### src/rtl/calc_result_display.sv
// -----------------------------------------------------------------------------
// calc_result_display
//   Display-side consumer of the calculator result. Each new binary result is
//   converted to BCD by a sequential shift-add-3 (double-dabble) engine, and the
//   last completed BCD value is time-multiplexed onto one 7-segment display.
//
// Ports
//   clock        in   1           rising-edge clock
//   Reset        in   1           asynchronous, active-high reset
//   value_in     in   WIDTH       result to display
//   value_valid  in   1           one-cycle strobe: value_in is a new result
//   busy         out  1           conversion in progress
//   bcd_out      out  4*DIGITS    last completed BCD value, units in [3:0]
//   bcd_valid    out  1           one-cycle pulse when bcd_out updates
//   seg_out      out  7           segments {g,f,e,d,c,b,a}, active-high
//   digit_sel    out  DIGITS      one-hot digit enable, bit0 = units
// -----------------------------------------------------------------------------
module calc_result_display #(
    parameter int WIDTH    = 8,
    parameter int DIGITS   = 3,
    parameter int SCAN_DIV = 16,
    parameter int BLANK_LZ = 1
) (
    input  logic                  clock,
    input  logic                  Reset,
    input  logic [WIDTH-1:0]      value_in,
    input  logic                  value_valid,
    output logic                  busy,
    output logic [4*DIGITS-1:0]   bcd_out,
    output logic                  bcd_valid,
    output logic [6:0]            seg_out,
    output logic [DIGITS-1:0]     digit_sel
);

    localparam int CNT_W  = $clog2(WIDTH + 1);
    localparam int SCAN_W = $clog2(SCAN_DIV);
    localparam int IDX_W  = (DIGITS > 1) ? $clog2(DIGITS) : 1;
    localparam int BCD_W  = 4 * DIGITS;

    typedef enum logic [1:0] {
        ST_IDLE  = 2'd0,
        ST_SHIFT = 2'd1,
        ST_DONE  = 2'd2
    } state_t;

    // Double-dabble correction: every nibble >= 5 gets +3 before the shift.
    function automatic logic [BCD_W-1:0] add3(input logic [BCD_W-1:0] w);
        logic [BCD_W-1:0] r;
        logic [3:0]       n;
        r = w;
        for (int i = 0; i < DIGITS; i++) begin
            n = w[4*i +: 4];
            if (n >= 4'd5) begin
                r[4*i +: 4] = n + 4'd3;
            end else begin
                r[4*i +: 4] = n;
            end
        end
        return r;
    endfunction

    // BCD digit to active-high segments {g,f,e,d,c,b,a}.
    function automatic logic [6:0] seg7(input logic [3:0] d);
        logic [6:0] s;
        case (d)
            4'd0:    s = 7'h3F;
            4'd1:    s = 7'h06;
            4'd2:    s = 7'h5B;
            4'd3:    s = 7'h4F;
            4'd4:    s = 7'h66;
            4'd5:    s = 7'h6D;
            4'd6:    s = 7'h7D;
            4'd7:    s = 7'h07;
            4'd8:    s = 7'h7F;
            4'd9:    s = 7'h6F;
            default: s = 7'h00;
        endcase
        return s;
    endfunction

    state_t             state_q, state_d;
    logic [WIDTH-1:0]   bin_q, bin_d;
    logic [BCD_W-1:0]   work_q, work_d;
    logic [CNT_W-1:0]   cnt_q, cnt_d;
    logic [BCD_W-1:0]   bcd_q, bcd_d;
    logic               bcd_valid_q, bcd_valid_d;
    logic [WIDTH-1:0]   pend_q, pend_d;
    logic               pend_valid_q, pend_valid_d;
    logic [SCAN_W-1:0]  scan_q, scan_d;
    logic [IDX_W-1:0]   idx_q, idx_d;
    logic               busy_s;

    assign busy_s = (state_q != ST_IDLE);

    // Conversion FSM, pending-result capture and digit scan: next-state logic.
    always_comb begin
        state_d      = state_q;
        bin_d        = bin_q;
        work_d       = work_q;
        cnt_d        = cnt_q;
        bcd_d        = bcd_q;
        bcd_valid_d  = 1'b0;
        pend_d       = pend_q;
        pend_valid_d = pend_valid_q;
        scan_d       = scan_q + SCAN_W'(1);
        idx_d        = idx_q;

        case (state_q)
            ST_IDLE: begin
                if (value_valid) begin
                    bin_d   = value_in;
                    work_d  = '0;
                    cnt_d   = '0;
                    state_d = ST_SHIFT;
                end else if (pend_valid_q) begin
                    bin_d        = pend_q;
                    work_d       = '0;
                    cnt_d        = '0;
                    pend_valid_d = 1'b0;
                    state_d      = ST_SHIFT;
                end else begin
                    state_d = ST_IDLE;
                end
            end
            ST_SHIFT: begin
                // Correct first, then shift the combined {work,bin} register.
                {work_d, bin_d} = {add3(work_q), bin_q} << 1;
                cnt_d = cnt_q + CNT_W'(1);
                if (cnt_q == CNT_W'(WIDTH - 1)) begin
                    state_d = ST_DONE;
                end else begin
                    state_d = ST_SHIFT;
                end
            end
            ST_DONE: begin
                bcd_d       = work_q;
                bcd_valid_d = 1'b1;
                state_d     = ST_IDLE;
            end
            default: begin
                state_d = ST_IDLE;
            end
        endcase

        // A result arriving mid-conversion waits in a 1-deep slot; last one wins.
        if (busy_s && value_valid) begin
            pend_d       = value_in;
            pend_valid_d = 1'b1;
        end else begin
            pend_d = pend_d;
        end

        if (scan_q == SCAN_W'(SCAN_DIV - 1)) begin
            scan_d = '0;
            if (idx_q == IDX_W'(DIGITS - 1)) begin
                idx_d = '0;
            end else begin
                idx_d = idx_q + IDX_W'(1);
            end
        end else begin
            idx_d = idx_q;
        end
    end

    // State registers with asynchronous reset.
    always_ff @(posedge clock or posedge Reset) begin
        if (Reset) begin
            state_q      <= ST_IDLE;
            bin_q        <= '0;
            work_q       <= '0;
            cnt_q        <= '0;
            bcd_q        <= '0;
            bcd_valid_q  <= 1'b0;
            pend_q       <= '0;
            pend_valid_q <= 1'b0;
            scan_q       <= '0;
            idx_q        <= '0;
        end else begin
            state_q      <= state_d;
            bin_q        <= bin_d;
            work_q       <= work_d;
            cnt_q        <= cnt_d;
            bcd_q        <= bcd_d;
            bcd_valid_q  <= bcd_valid_d;
            pend_q       <= pend_d;
            pend_valid_q <= pend_valid_d;
            scan_q       <= scan_d;
            idx_q        <= idx_d;
        end
    end

    // Segment decode for the selected digit, with optional leading-zero blanking.
    always_comb begin
        logic upper_nz;
        upper_nz = 1'b0;
        for (int i = 0; i < DIGITS; i++) begin
            if ((i >= int'(idx_q)) && (bcd_q[4*i +: 4] != 4'd0)) begin
                upper_nz = 1'b1;
            end else begin
                upper_nz = upper_nz;
            end
        end
        // Units digit is never blanked so a zero result still shows "0".
        if ((BLANK_LZ != 0) && (idx_q != '0) && !upper_nz) begin
            seg_out = 7'h00;
        end else begin
            seg_out = seg7(bcd_q[{idx_q, 2'b00} +: 4]);
        end
    end

    assign digit_sel = DIGITS'(1) << idx_q;
    assign busy      = busy_s;
    assign bcd_out   = bcd_q;
    assign bcd_valid = bcd_valid_q;

endmodule

### config.mk
export PLATFORM = sky130hd
export DESIGN_NAME = calc_result_display
export DESIGN_NICKNAME = d
export VERILOG_FILES = /design/src/rtl/calc_result_display.sv
export SDC_FILE = /design/constraint.sdc
export NUM_CORES = 1
export LEC_CHECK = 0
export ABC_AREA = 1
export ABC_CLOCK_PERIOD_IN_PS = 3050
export CAP_MARGIN = 25
export CORE_MARGIN = 2
export CORE_UTILIZATION = 53
export DETAILED_ROUTE_END_ITERATION = 8
export PLACE_DENSITY_LB_ADDON = 0.25
export SLEW_MARGIN = 10
export SYNTH_ARGS = -nofsm -noshare
export SYNTH_HDL_FRONTEND = slang
export SYNTH_SLANG_ARGS = --single-unit
### constraint.sdc
create_clock -name clock -period 3.05 [get_ports clock]
set_input_delay 0.305 -clock clock [delete_from_list [all_inputs] [get_ports clock]]
set_output_delay 0.305 -clock clock [all_outputs]
set_load 0.02 [all_outputs]
==> flow_summary.html, run 1 <==
<table>
<tr><th>Metric</th><th>Value</th></tr>
<tr><th colspan="2">STA</th></tr>
<tr><td>Fraction of the cycle the final worst path needs</td><td>92.00%</td></tr>
<tr><td>Final-layout setup total negative slack</td><td>0 ns</td></tr>
<tr><td>Max_slew headroom</td><td>66.18%</td></tr>
<tr><td>Total count of max-transition violations in the final report</td><td>0</td></tr>
<tr><td>Highest attainable clock frequency</td><td>0.3564 GHz</td></tr>
<tr><td>RSZ-0062 raised after global routing</td><td>no</td></tr>
<tr><td>Fin. Hold Viols</td><td>0</td></tr>
<tr><td>Transition time of the tightest slew-check pin</td><td>0.5057 ns</td></tr>
<tr><td>Final Setup Violations</td><td>0</td></tr>
<tr><td>Min Clock Period, post-route</td><td>2.806 ns</td></tr>
<tr><td>Final clock skew</td><td>0.003453 ns</td></tr>
<tr><th colspan="2">Cells and area</th></tr>
<tr><td>Post-layout utilization of the core</td><td>65.31%</td></tr>
<tr><td>Layout-stage area growth over the synthesis result</td><td>17.29%</td></tr>
<tr><td>Post-route non-filler standard cell count</td><td>467</td></tr>
<tr><td>Footprint of the multi-input gates</td><td>1310 um^2</td></tr>
<tr><td>Number of inserted diodes</td><td>0</td></tr>
<tr><td>Layout fillers</td><td>426</td></tr>
<tr><td>Combined flip-flop and latch cell area</td><td>1354 um^2</td></tr>
<tr><td>Net count of the finished layout</td><td>422</td></tr>
<tr><td>Layout cell share with drive strength beyond 1</td><td>9.572%</td></tr>
<tr><th colspan="2">Synth</th></tr>
<tr><td>Async set-reset flop share out of synthesis</td><td>100.0%</td></tr>
<tr><td>Warnings, synthesis</td><td>0</td></tr>
<tr><td>Portion of the post-synthesis area used by sequential elements</td><td>46.92%</td></tr>
<tr><td>Top-count cell post-synth</td><td>sky130_fd_sc_hd__nand2_1</td></tr>
<tr><td>Count of flip-flops with a built-in enable after synthesis</td><td>0</td></tr>
<tr><td>Post-synth top area cell</td><td>sky130_fd_sc_hd__dfrtp_1</td></tr>
<tr><td>Yosys top cell area share</td><td>46.92%</td></tr>
<tr><td>Top post-synthesis cells by count</td><td>sky130_fd_sc_hd__nand2_1 (93), sky130_fd_sc_hd__dfrtp_1 (54), sky130_fd_sc_hd__o21ai_0 (52), sky130_fd_sc_hd__inv_1 (42), sky130_fd_sc_hd__nor2_1 (31)</td></tr>
<tr><td>Commonest register cell after synthesis</td><td>sky130_fd_sc_hd__dfrtp_1</td></tr>
<tr><td>Yosys reg bits</td><td>54</td></tr>
<tr><td>Post-synth cell types</td><td>25</td></tr>
<tr><td>Area of the mapped netlist</td><td>2880 um^2</td></tr>
<tr><td>Net Count, Synth</td><td>386</td></tr>
<tr><td>Dominant cells by area after synthesis</td><td>sky130_fd_sc_hd__dfrtp_1 (47%), sky130_fd_sc_hd__nand2_1 (12%), sky130_fd_sc_hd__o21ai_0 (9.0%)</td></tr>
<tr><td>Synthesized area per cell</td><td>7.979 um^2</td></tr>
<tr><td>Synthesized instance count</td><td>361</td></tr>
<tr><th colspan="2">Critical path</th></tr>
<tr><td>Startpoint-to-endpoint class of the critical path</td><td>flop to primary output</td></tr>
<tr><td>Startpoint types</td><td>flop</td></tr>
<tr><td>Data arrival time of the critical path</td><td>2.50 ns</td></tr>
<tr><td>Crit Path Max Fanout</td><td>7</td></tr>
<tr><td>Critical path's largest stage delay</td><td>0.60 ns</td></tr>
<tr><td>Endpoint required time on the critical path</td><td>2.74 ns</td></tr>
<tr><td>Kind of end point of the critical path</td><td>primary output</td></tr>
<tr><td>Worst path bufs/invs</td><td>4</td></tr>
<tr><td>Top delay family on crit path</td><td>buffers and inverters</td></tr>
<tr><td>Ordered list of cells on the worst path</td><td>inv_2, nor2_2, nand2_1, nand3_1, inv_1, ha_1, nand2_1, inv_1, nor2_1, nor2_1, clkdlybuf4s50_1</td></tr>
<tr><td>Max stage delay cell, worst path</td><td>sky130_fd_sc_hd__clkdlybuf4s50_1</td></tr>
<tr><th colspan="2">Global route</th></tr>
<tr><td>Initial antenna violation count</td><td>0</td></tr>
<tr><td>Met3 routing resource usage after global routing</td><td>3.605%</td></tr>
<tr><td>First-pass GRT wire length</td><td>10,410 um</td></tr>
<tr><td>Most crowded layer after global routing</td><td>met2</td></tr>
<tr><td>Pin count of the biggest net entering global routing</td><td>22</td></tr>
<tr><td>Total global routing overflow</td><td>0</td></tr>
<tr><td>Number of global-route vias before repair</td><td>2,301</td></tr>
<tr><td>Global-route usage over all layers</td><td>21.66%</td></tr>
<tr><td>Met1 routing resource usage after global routing</td><td>28.40%</td></tr>
<tr><td>Grt met2 use</td><td>36.12%</td></tr>
<tr><th colspan="2">Die</th></tr>
<tr><td>Die area</td><td>6040 um^2</td></tr>
<tr><td>Vertical extent of the die</td><td>77.72 um</td></tr>
<tr><td>Area of the placeable core</td><td>5172 um^2</td></tr>
<tr><td>Horiz. Die Dim</td><td>77.72 um</td></tr>
<tr><td>Effective utilization at floorplan</td><td>55.68%</td></tr>
<tr><td>FP Rows</td><td>26</td></tr>
<tr><td>Ports placed on the boundary</td><td>35</td></tr>
<tr><th colspan="2">Clock tree</th></tr>
<tr><td>Buffer type at the clock tree root</td><td>sky130_fd_sc_hd__clkbuf_8</td></tr>
<tr><td>Reg clk slew, reported paths</td><td>0.09 ns</td></tr>
<tr><td>Post-cts repair resize count</td><td>0</td></tr>
<tr><td>Post-CTS setup repair buffer count</td><td>0</td></tr>
<tr><td>Maximum level of the CTS H-tree</td><td>2</td></tr>
<tr><td>CTS Buf Count</td><td>5</td></tr>
<tr><td>Longest Clk Path Bufs</td><td>2</td></tr>
<tr><td>Count of clock tree sinks</td><td>54</td></tr>
<tr><td>Clock latency reported for the late side of the worst-skew pair</td><td>0.30 ns</td></tr>
<tr><td>Hold-fix buffer count after cts</td><td>0</td></tr>
<tr><td>TritonCTS clock tree</td><td>built</td></tr>
<tr><th colspan="2">Min path</th></tr>
<tr><td>Path class of the lowest-slack min-delay path</td><td>input pin to asynchronous set/reset pin</td></tr>
<tr><th colspan="2">Drt</th></tr>
<tr><td>Total wire length after detailed routing</td><td>5858 um</td></tr>
<tr><td>Number of violations reported at the end of detailed-routing iteration 0</td><td>178</td></tr>
<tr><td>First-pass detailed-route iteration total</td><td>4</td></tr>
<tr><td>Per-cell routed wire length</td><td>12.54 um</td></tr>
<tr><td>Remaining antenna violation count after routing</td><td>0</td></tr>
<tr><td>Vias per Instance</td><td>5.056</td></tr>
<tr><td>Count of unresolved DRC violations after routing</td><td>0</td></tr>
<tr><td>Number of vias after detailed routing</td><td>2,361</td></tr>
<tr><th colspan="2">Placed design</th></tr>
<tr><td>Gp weighted congestion</td><td>0.9885</td></tr>
<tr><td>Post-DP HPWL</td><td>4424 um</td></tr>
<tr><td>Buffers on Ports</td><td>34</td></tr>
<tr><td>Cell count after placement</td><td>460</td></tr>
<tr><th colspan="2">Power</th></tr>
<tr><td>Cell leakage power</td><td>0.001649 uW</td></tr>
<tr><td>Pwr per Cell Area</td><td>1039 nW/um^2</td></tr>
<tr><td>VDD IR-drop max</td><td>0.4814 mV</td></tr>
<tr><th colspan="2">Flow run</th></tr>
<tr><td>Number of max-cap violations</td><td>0</td></tr>
<tr><th colspan="2">Status</th></tr>
<tr><td>Status</td><td>completed</td></tr>
</table>
## final timing paths
check                      startpoint    endpoint  slack, ns  cells past startpoint
hold / removal                  Reset   scan_q[0]       0.27                      2
max in group asynchronous       Reset    idx_q[0]       2.18                      3
setup reg to reg           state_q[0]  bcd_out[7]       1.52                      4
min in group clock          pend_q[7]   pend_q[7]       0.48                      2
setup / recovery             idx_q[0]  seg_out[3]       0.24                     11
hold reg to reg             pend_q[7]   pend_q[7]       0.48                      2
## power by group
group	switching, uW	internal, uW	leakage [uW]	total [uW]
logic	1130	777	0.000948	1910
registers	214	1010	0.000663	1230
clock network	212	159	0.0000383	371
total	1560	1950	0.00165	3510
## per-stage QoR
| stage | power (uW) | instance area, um^2 | hold slack [ns] | setup WS [ns] |
|---|---|---|---|---|
| 5_1_grt | 3857 | 3378 | 0.3090 | 0.04415 |
| 6_report | 3510 | 3378 | 0.2712 | 0.2439 |
| 3_5_place_dp | 3155 | 3299 | 0.4640 | 0.4977 |
| 4_1_cts | 3533 | 3376 | 0.2760 | 0.1573 |
| 2_1_floorplan | 2501 | 2880 | 0.4216 | 0.9180 |
| 3_3_place_gp | 3086 | 3299 | 0.4562 | 0.5953 |
## logic make-up after synthesis
logic type | synth area share (%)
simple gates | 25.15
compound gates | 13.03
buf+inv | 7.602
flops | 46.92
fa+ha+maj | 6.082
xor+xnor | 1.216
## sequential cells by signal, indices dropped and copies added (netlist names)
| name | cells |
|---|---|
| bcd_valid | 1 |
| bin_q | 8 |
| bcd_out | 12 |
| work_q | 12 |
| cnt_q | 4 |
| pend_valid_q | 1 |
| state_q | 2 |
| scan_q | 4 |
| idx_q | 2 |
| pend_q | 8 |
## worst register-to-register path, delay by kind of cell, from the launching register on
family	cells	cell delay (ns)
AND/OR/NAND/NOR	2	0.54
flip-flops	1	0.41
AO/OA/AOI/OAI	1	0.09
buffers and inverters	1	0.37
## layout make-up
class / count / share of cell area (%)
flip-flops and latches: 54 / 40.07
multi-input cells: 250 / 38.78
repair buffers: 38 / 10.96
inverters: 48 / 5.333
well taps: 70 / 2.593
clock buffers: 7 / 2.259
## cell usage in the layout (no fill, tap or decap), types with 5 or more instances in the layout
master,count
sky130_fd_sc_hd__o21ai_0,52
sky130_fd_sc_hd__ha_1,14
sky130_fd_sc_hd__clkdlybuf4s50_1,34
sky130_fd_sc_hd__inv_1,41
sky130_fd_sc_hd__o211ai_1,5
sky130_fd_sc_hd__nor2_2,6
sky130_fd_sc_hd__nand2_1,93
sky130_fd_sc_hd__clkbuf_8,5
sky130_fd_sc_hd__nand2_2,6
sky130_fd_sc_hd__o21ai_1,5
sky130_fd_sc_hd__dfrtp_1,52
sky130_fd_sc_hd__nor2_1,31
sky130_fd_sc_hd__inv_2,7
sky130_fd_sc_hd__nand3_1,18
## layer usage
metal	share of wire (%)	up-vias	routed length, um
met2	48	47	2798
met4	2.1	0	122
met3	3.6	11	208
met1	47	1089	2729
met5	0	-	0
li1	-	1214	-
(Power assumes the default switching activity.)
==> inputs of run 2 (changes only) <==
- ABC_CLOCK_PERIOD_IN_PS: 3050 -> 3400
- SETUP_SLACK_MARGIN: default -> 0.02
- clock period: 3.05 -> 3.4 ns (I/O delays scaled with it)
==> flow_summary.html, run 2 (synthesis results as in run 1) <==
<table>
<tr><th>Metric</th><th>Value</th></tr>
<tr><th colspan="2">Status</th></tr>
<tr><td>Status</td><td>completed</td></tr>
<tr><th colspan="2">Global route</th></tr>
<tr><td>Global-route usage over all layers</td><td>21.11%</td></tr>
<tr><td>First-pass GRT wire length</td><td>10,340 um</td></tr>
<tr><td>Grt met2 use</td><td>34.66%</td></tr>
<tr><td>Met1 routing resource usage after global routing</td><td>28.72%</td></tr>
<tr><td>Met3 routing resource usage after global routing</td><td>3.256%</td></tr>
<tr><td>Initial antenna violation count</td><td>0</td></tr>
<tr><td>Total global routing overflow</td><td>0</td></tr>
<tr><td>Most crowded layer after global routing</td><td>met2</td></tr>
<tr><td>Pin count of the biggest net entering global routing</td><td>36</td></tr>
<tr><td>Number of global-route vias before repair</td><td>2,275</td></tr>
<tr><th colspan="2">Placed design</th></tr>
<tr><td>Post-DP HPWL</td><td>4246 um</td></tr>
<tr><td>Buffers on Ports</td><td>34</td></tr>
<tr><td>Gp weighted congestion</td><td>1.003</td></tr>
<tr><td>Cell count after placement</td><td>459</td></tr>
<tr><td>DP Area</td><td>3292 um^2</td></tr>
<tr><th colspan="2">Clock tree</th></tr>
<tr><td>Count of clock tree sinks</td><td>54</td></tr>
<tr><td>CTS Buf Count</td><td>5</td></tr>
<tr><td>TritonCTS clock tree</td><td>built</td></tr>
<tr><td>Longest Clk Path Bufs</td><td>2</td></tr>
<tr><td>Maximum level of the CTS H-tree</td><td>2</td></tr>
<tr><td>Post-cts repair resize count</td><td>0</td></tr>
<tr><td>Buffer type at the clock tree root</td><td>sky130_fd_sc_hd__clkbuf_8</td></tr>
<tr><td>Hold-fix buffer count after cts</td><td>0</td></tr>
<tr><td>Reg clk slew, reported paths</td><td>0.09 ns</td></tr>
<tr><td>Post-CTS setup repair buffer count</td><td>0</td></tr>
<tr><td>Clock latency reported for the late side of the worst-skew pair</td><td>0.30 ns</td></tr>
<tr><th colspan="2">Drt</th></tr>
<tr><td>Count of unresolved DRC violations after routing</td><td>0</td></tr>
<tr><td>Number of vias after detailed routing</td><td>2,321</td></tr>
<tr><td>First-pass detailed-route iteration total</td><td>4</td></tr>
<tr><td>Per-cell routed wire length</td><td>12.00 um</td></tr>
<tr><td>Remaining antenna violation count after routing</td><td>0</td></tr>
<tr><td>Vias per Instance</td><td>4.981</td></tr>
<tr><td>Number of violations reported at the end of detailed-routing iteration 0</td><td>179</td></tr>
<tr><td>Total wire length after detailed routing</td><td>5592 um</td></tr>
<tr><th colspan="2">Critical path</th></tr>
<tr><td>Ordered list of cells on the worst path</td><td>inv_2, nor2_2, nand2_1, nand3_1, inv_1, ha_1, nand2_1, inv_1, nor2_1, nor2_1, clkdlybuf4s50_1</td></tr>
<tr><td>Crit Path Max Fanout</td><td>7</td></tr>
<tr><td>Max stage delay cell, worst path</td><td>sky130_fd_sc_hd__clkdlybuf4s50_1</td></tr>
<tr><td>Endpoint of the worst-slack reg-to-reg timing path</td><td>bin_q[4]</td></tr>
<tr><td>Reg2Reg Launch Point</td><td>state_q[0]</td></tr>
<tr><td>Critical path's largest stage delay</td><td>0.60 ns</td></tr>
<tr><td>Startpoint types</td><td>flop</td></tr>
<tr><td>Startpoint-to-endpoint class of the critical path</td><td>flop to primary output</td></tr>
<tr><td>Kind of end point of the critical path</td><td>primary output</td></tr>
<tr><td>Length in cells of the worst reg-to-reg path</td><td>7</td></tr>
<tr><td>Data arrival time of the critical path</td><td>2.55 ns</td></tr>
<tr><td>Endpoint required time on the critical path</td><td>3.06 ns</td></tr>
<tr><td>Slack of the worst reg-to-reg path</td><td>1.86 ns</td></tr>
<tr><th colspan="2">STA</th></tr>
<tr><td>RSZ-0062 raised after global routing</td><td>no</td></tr>
<tr><td>Fraction of the cycle the final worst path needs</td><td>84.92%</td></tr>
<tr><td>Final Setup Violations</td><td>0</td></tr>
<tr><td>Max_slew headroom</td><td>66.58%</td></tr>
<tr><td>Final clock skew</td><td>0.008157 ns</td></tr>
<tr><td>Transition time of the tightest slew-check pin</td><td>0.4997 ns</td></tr>
<tr><td>Highest attainable clock frequency</td><td>0.3463 GHz</td></tr>
<tr><td>Final-layout setup total negative slack</td><td>0 ns</td></tr>
<tr><td>Min Clock Period, post-route</td><td>2.887 ns</td></tr>
<tr><td>Fin. Hold Viols</td><td>0</td></tr>
<tr><td>Total count of max-transition violations in the final report</td><td>0</td></tr>
<tr><th colspan="2">Cells and area</th></tr>
<tr><td>Footprint of the multi-input gates</td><td>1310 um^2</td></tr>
<tr><td>Post-route non-filler standard cell count</td><td>466</td></tr>
<tr><td>Final design instance area without fill</td><td>3372 um^2</td></tr>
<tr><td>Layout-stage area growth over the synthesis result</td><td>17.07%</td></tr>
<tr><td>Commonest non-fill, non-tap cell in the layout</td><td>sky130_fd_sc_hd__nand2_1</td></tr>
<tr><td>Number of inserted diodes</td><td>0</td></tr>
<tr><td>Layout fillers</td><td>442</td></tr>
<tr><td>Layout cell share with drive strength beyond 1</td><td>9.091%</td></tr>
<tr><td>Commonest cells after routing, fill and taps aside</td><td>sky130_fd_sc_hd__nand2_1 (93), sky130_fd_sc_hd__dfrtp_1 (54), sky130_fd_sc_hd__o21ai_0 (52)</td></tr>
<tr><td>Combined flip-flop and latch cell area</td><td>1351 um^2</td></tr>
<tr><td>Net count of the finished layout</td><td>421</td></tr>
<tr><th colspan="2">Flow run</th></tr>
<tr><td>Number of max-cap violations</td><td>0</td></tr>
<tr><th colspan="2">Min path</th></tr>
<tr><td>Path class of the lowest-slack min-delay path</td><td>input pin to asynchronous set/reset pin</td></tr>
<tr><th colspan="2">Power</th></tr>
<tr><td>Pwr per Cell Area</td><td>929.3 nW/um^2</td></tr>
<tr><td>VDD IR-drop max</td><td>0.4164 mV</td></tr>
<tr><td>Cell leakage power</td><td>0.001646 uW</td></tr>
<tr><th colspan="2">Die</th></tr>
<tr><td>Vertical extent of the die</td><td>77.72 um</td></tr>
<tr><td>Ports placed on the boundary</td><td>35</td></tr>
<tr><td>Area of the placeable core</td><td>5172 um^2</td></tr>
<tr><td>Effective utilization at floorplan</td><td>55.68%</td></tr>
<tr><td>FP Rows</td><td>26</td></tr>
<tr><td>Die area</td><td>6040 um^2</td></tr>
<tr><td>Horiz. Die Dim</td><td>77.72 um</td></tr>
</table>
==> run 2: cell types whose count changed in the layout (fill, tap and decap cells not counted), sizes merged <==
cell,change
buf,-1
clkinvlp,+1
clkbuf,-1
==> run 2: layout make-up <==
| cell class | count | share of cell area (%) |
|---|---|---|
| flip-flops and latches | 54 | 40.07 |
| clock inverters | 1 | 0.2226 |
| well taps | 70 | 2.597 |
| inverters | 48 | 5.343 |
| multi-input cells | 250 | 38.85 |
| repair buffers | 37 | 10.76 |
| clock buffers | 6 | 2.152 |
==> run 2: worst max path at each step <==
stage	start	endpoint	slack [ns]	cells past startpoint
after global placement	idx_q[0]	seg_out[3]	0.91	11
after floorplan	idx_q[0]	seg_out[3]	1.23	10
after CTS	idx_q[0]	seg_out[3]	0.50	11
final	idx_q[0]	seg_out[3]	0.51	11
after global routing	idx_q[0]	seg_out[3]	0.31	11
after detailed placement	idx_q[0]	seg_out[3]	0.85	11
==> run 2: worst max-delay path, delay by kind of cell, from the launching register on <==
family,cells,cell delay [ns]
adders and majority gates,1,0.29
buffers and inverters,4,0.90
DFF,1,0.49
and+or+nand+nor,6,0.57
==> run 2: through the flow <==
stage          hold slack, ns  util (%)  worst slack [ns]  power [uW]
4_1_cts                0.3441     65.19            0.4993        3159
6_report               0.3364     65.19            0.5127        3133
3_5_place_dp           0.4722     63.64            0.8507        2814
2_1_floorplan          0.4422         -             1.233        2244
5_1_grt                0.3897     65.19            0.3115        3451
3_3_place_gp           0.4572     63.64            0.9101        2766
==> run 2: routing by layer <==
metal | part of all wire (%) | vias to the layer above
met1 | 49 | 1065
met5 | 0 | -
met4 | 1.8 | 0
met2 | 47 | 36
li1 | - | 1214
met3 | 2.8 | 6
==> run 2: power by group <==
| group | leakage, uW | switching, uW | total, uW | internal (uW) |
|---|---|---|---|---|
| Sequential | 0.000666 | 186 | 1100 | 910 |
| Combinational | 0.000943 | 1000 | 1700 | 697 |
| Clock | 0.0000373 | 197 | 339 | 142 |
| Total | 0.00165 | 1380 | 3130 | 1750 |
==> inputs of run 3 (changes only) <==
- ABC_CLOCK_PERIOD_IN_PS: 3400 -> 2900
- clock period: 3.4 -> 2.9 ns (I/O delays scaled with it)
==> flow_summary.html, run 3 (synthesis results as in run 1) <==
<table>
<tr><th>Metric</th><th>Value</th></tr>
<tr><th colspan="2">Status</th></tr>
<tr><td>Status</td><td>completed</td></tr>
<tr><th colspan="2">Die</th></tr>
<tr><td>FP Rows</td><td>26</td></tr>
<tr><td>Area of the placeable core</td><td>5172 um^2</td></tr>
<tr><td>Horiz. Die Dim</td><td>77.72 um</td></tr>
<tr><td>Effective utilization at floorplan</td><td>55.68%</td></tr>
<tr><td>Die area</td><td>6040 um^2</td></tr>
<tr><td>Ports placed on the boundary</td><td>35</td></tr>
<tr><td>Vertical extent of the die</td><td>77.72 um</td></tr>
<tr><th colspan="2">Drt</th></tr>
<tr><td>First-pass detailed-route iteration total</td><td>4</td></tr>
<tr><td>Number of violations reported at the end of detailed-routing iteration 0</td><td>129</td></tr>
<tr><td>Total wire length after detailed routing</td><td>5751 um</td></tr>
<tr><td>Vias per Instance</td><td>5.081</td></tr>
<tr><td>Remaining antenna violation count after routing</td><td>0</td></tr>
<tr><td>Count of unresolved DRC violations after routing</td><td>0</td></tr>
<tr><td>Per-cell routed wire length</td><td>12.26 um</td></tr>
<tr><td>Number of vias after detailed routing</td><td>2,383</td></tr>
<tr><th colspan="2">Clock tree</th></tr>
<tr><td>Longest Clk Path Bufs</td><td>2</td></tr>
<tr><td>Reg clk slew, reported paths</td><td>0.09 ns</td></tr>
<tr><td>Maximum level of the CTS H-tree</td><td>2</td></tr>
<tr><td>Clock latency reported for the late side of the worst-skew pair</td><td>0.30 ns</td></tr>
<tr><td>Buffer type at the clock tree root</td><td>sky130_fd_sc_hd__clkbuf_8</td></tr>
<tr><td>TritonCTS clock tree</td><td>built</td></tr>
<tr><td>CTS Buf Count</td><td>5</td></tr>
<tr><td>Count of clock tree sinks</td><td>54</td></tr>
<tr><th colspan="2">STA</th></tr>
<tr><td>Total count of max-transition violations in the final report</td><td>0</td></tr>
<tr><td>Worst setup margin</td><td>0.2083 ns</td></tr>
<tr><td>Hold Slack</td><td>0.1800 ns</td></tr>
<tr><td>Fraction of the cycle the final worst path needs</td><td>92.82%</td></tr>
<tr><td>RSZ-0062 raised after global routing</td><td>no</td></tr>
<tr><td>Final clock skew</td><td>0.01163 ns</td></tr>
<tr><td>Max_slew headroom</td><td>64.92%</td></tr>
<tr><td>Final Setup Violations</td><td>0</td></tr>
<tr><td>Fin. Hold Viols</td><td>0</td></tr>
<tr><td>Transition time of the tightest slew-check pin</td><td>0.5245 ns</td></tr>
<tr><td>Final-layout setup total negative slack</td><td>0 ns</td></tr>
<tr><td>Highest attainable clock frequency</td><td>0.3715 GHz</td></tr>
<tr><td>Min Clock Period, post-route</td><td>2.692 ns</td></tr>
<tr><th colspan="2">Critical path</th></tr>
<tr><td>Startpoint types</td><td>flop</td></tr>
<tr><td>Endpoint required time on the critical path</td><td>2.61 ns</td></tr>
<tr><td>Crit Path Max Fanout</td><td>7</td></tr>
<tr><td>Kind of end point of the critical path</td><td>primary output</td></tr>
<tr><td>Worst setup path start</td><td>idx_q[0]</td></tr>
<tr><td>Data arrival time of the critical path</td><td>2.40 ns</td></tr>
<tr><td>Startpoint-to-endpoint class of the critical path</td><td>flop to primary output</td></tr>
<tr><td>Reg2Reg Launch Point</td><td>state_q[0]</td></tr>
<tr><th colspan="2">Power</th></tr>
<tr><td>Pwr per Cell Area</td><td>1106 nW/um^2</td></tr>
<tr><td>Cell leakage power</td><td>0.001686 uW</td></tr>
<tr><td>VDD IR-drop max</td><td>0.6395 mV</td></tr>
<tr><th colspan="2">Global route</th></tr>
<tr><td>Total global routing overflow</td><td>0</td></tr>
<tr><td>Pin count of the biggest net entering global routing</td><td>31</td></tr>
<tr><td>Number of global-route vias before repair</td><td>2,231</td></tr>
<tr><td>Global-route usage over all layers</td><td>21.24%</td></tr>
<tr><td>Met3 routing resource usage after global routing</td><td>3.605%</td></tr>
<tr><td>Most crowded layer after global routing</td><td>met2</td></tr>
<tr><td>Initial antenna violation count</td><td>0</td></tr>
<tr><td>Met1 routing resource usage after global routing</td><td>28.11%</td></tr>
<tr><td>Grt met2 use</td><td>36.03%</td></tr>
<tr><td>First-pass GRT wire length</td><td>10,270 um</td></tr>
<tr><th colspan="2">Placed design</th></tr>
<tr><td>Worst setup slack after placement</td><td>0.3932 ns</td></tr>
<tr><td>Buffers on Ports</td><td>34</td></tr>
<tr><td>Post-DP HPWL</td><td>4348 um</td></tr>
<tr><td>Gp weighted congestion</td><td>1.003</td></tr>
<tr><th colspan="2">Cells and area</th></tr>
<tr><td>Post-layout utilization of the core</td><td>66.13%</td></tr>
<tr><td>Commonest non-fill, non-tap cell in the layout</td><td>sky130_fd_sc_hd__nand2_1</td></tr>
<tr><td>Combined flip-flop and latch cell area</td><td>1354 um^2</td></tr>
<tr><td>Layout cell share with drive strength beyond 1</td><td>10.03%</td></tr>
<tr><td>Footprint of the multi-input gates</td><td>1310 um^2</td></tr>
<tr><td>Number of inserted diodes</td><td>0</td></tr>
<tr><td>Commonest cells after routing, fill and taps aside</td><td>sky130_fd_sc_hd__nand2_1 (93), sky130_fd_sc_hd__o21ai_0 (52), sky130_fd_sc_hd__dfrtp_1 (52)</td></tr>
<tr><td>Layout-stage area growth over the synthesis result</td><td>18.77%</td></tr>
<tr><td>Layout fillers</td><td>432</td></tr>
<tr><td>Net count of the finished layout</td><td>423</td></tr>
<tr><th colspan="2">Min path</th></tr>
<tr><td>Path class of the lowest-slack min-delay path</td><td>input pin to asynchronous set/reset pin</td></tr>
<tr><th colspan="2">Flow run</th></tr>
<tr><td>Number of max-cap violations</td><td>0</td></tr>
</table>
run 3: area by class of cell:
class	count	share of cell area, %
Clock inverter	1	0.8778
Multi-Input combinational cell	250	38.30
Sequential cell	54	39.58
Timing Repair Buffer	39	11.19
Inverter	48	5.267
Tap cell	70	2.560
Clock buffer	7	2.231
run 3: layer usage:
layer | wire (um) | vias up
li1 | - | 1221
met1 | 2745 | 1114
met2 | 2779 | 42
met3 | 173 | 6
met4 | 53 | 0
met5 | 0 | -
run 3: critical path: stages (launching register included):
cell and delay, ns:
sky130_fd_sc_hd__dfrtp_2 0.45, sky130_fd_sc_hd__inv_2 0.10, sky130_fd_sc_hd__nor2_2 0.13, sky130_fd_sc_hd__nand2_1 0.06
sky130_fd_sc_hd__nand3_1 0.16, sky130_fd_sc_hd__inv_1 0.10, sky130_fd_sc_hd__ha_1 0.30, sky130_fd_sc_hd__nand2_1 0.07
sky130_fd_sc_hd__inv_1 0.05, sky130_fd_sc_hd__nor2_2 0.09, sky130_fd_sc_hd__clkdlybuf4s50_1 0.60
run 3: timing repair:
| item | in CTS | in global routing |
|---|---|---|
| hold buffers | 0 | 0 |
| setup endpoints to repair | 0 | 7 |
| buffers inserted | 0 | 0 |
| gates resized for setup | 0 | 4 |
run 3: power breakdown:
group          internal, uW  total [uW]  switching (uW)
registers              1070        1290             228
logic                   822        2000            1180
clock network           259         488             229
total                  2150        3780            1640
run 3: path summary, 6_finish.rpt:
check / end / slack [ns] / cells past startpoint
max in group asynchronous: idx_q[1] / 2.11 / 3
worst min-delay path: scan_q[0] / 0.18 / 2
worst max-delay path: seg_out[1] / 0.21 / 10
min in group clock: pend_q[7] / 0.48 / 2
worst min register to register: pend_q[7] / 0.48 / 2
worst max register to register: bcd_out[10] / 1.41 / 4
run 3: through the flow:
| stage | std cells | instance area [um^2] | power (uW) |
|---|---|---|---|
| 6_report | 469 | 3421 | 3784 |
| 5_1_grt | 469 | 3421 | 4152 |
| 4_1_cts | 469 | 3413 | 3813 |
| 3_5_place_dp | 461 | 3307 | 3318 |
| 3_3_place_gp | 461 | 3307 | 3258 |
| 2_1_floorplan | 361 | 2880 | 2631 |
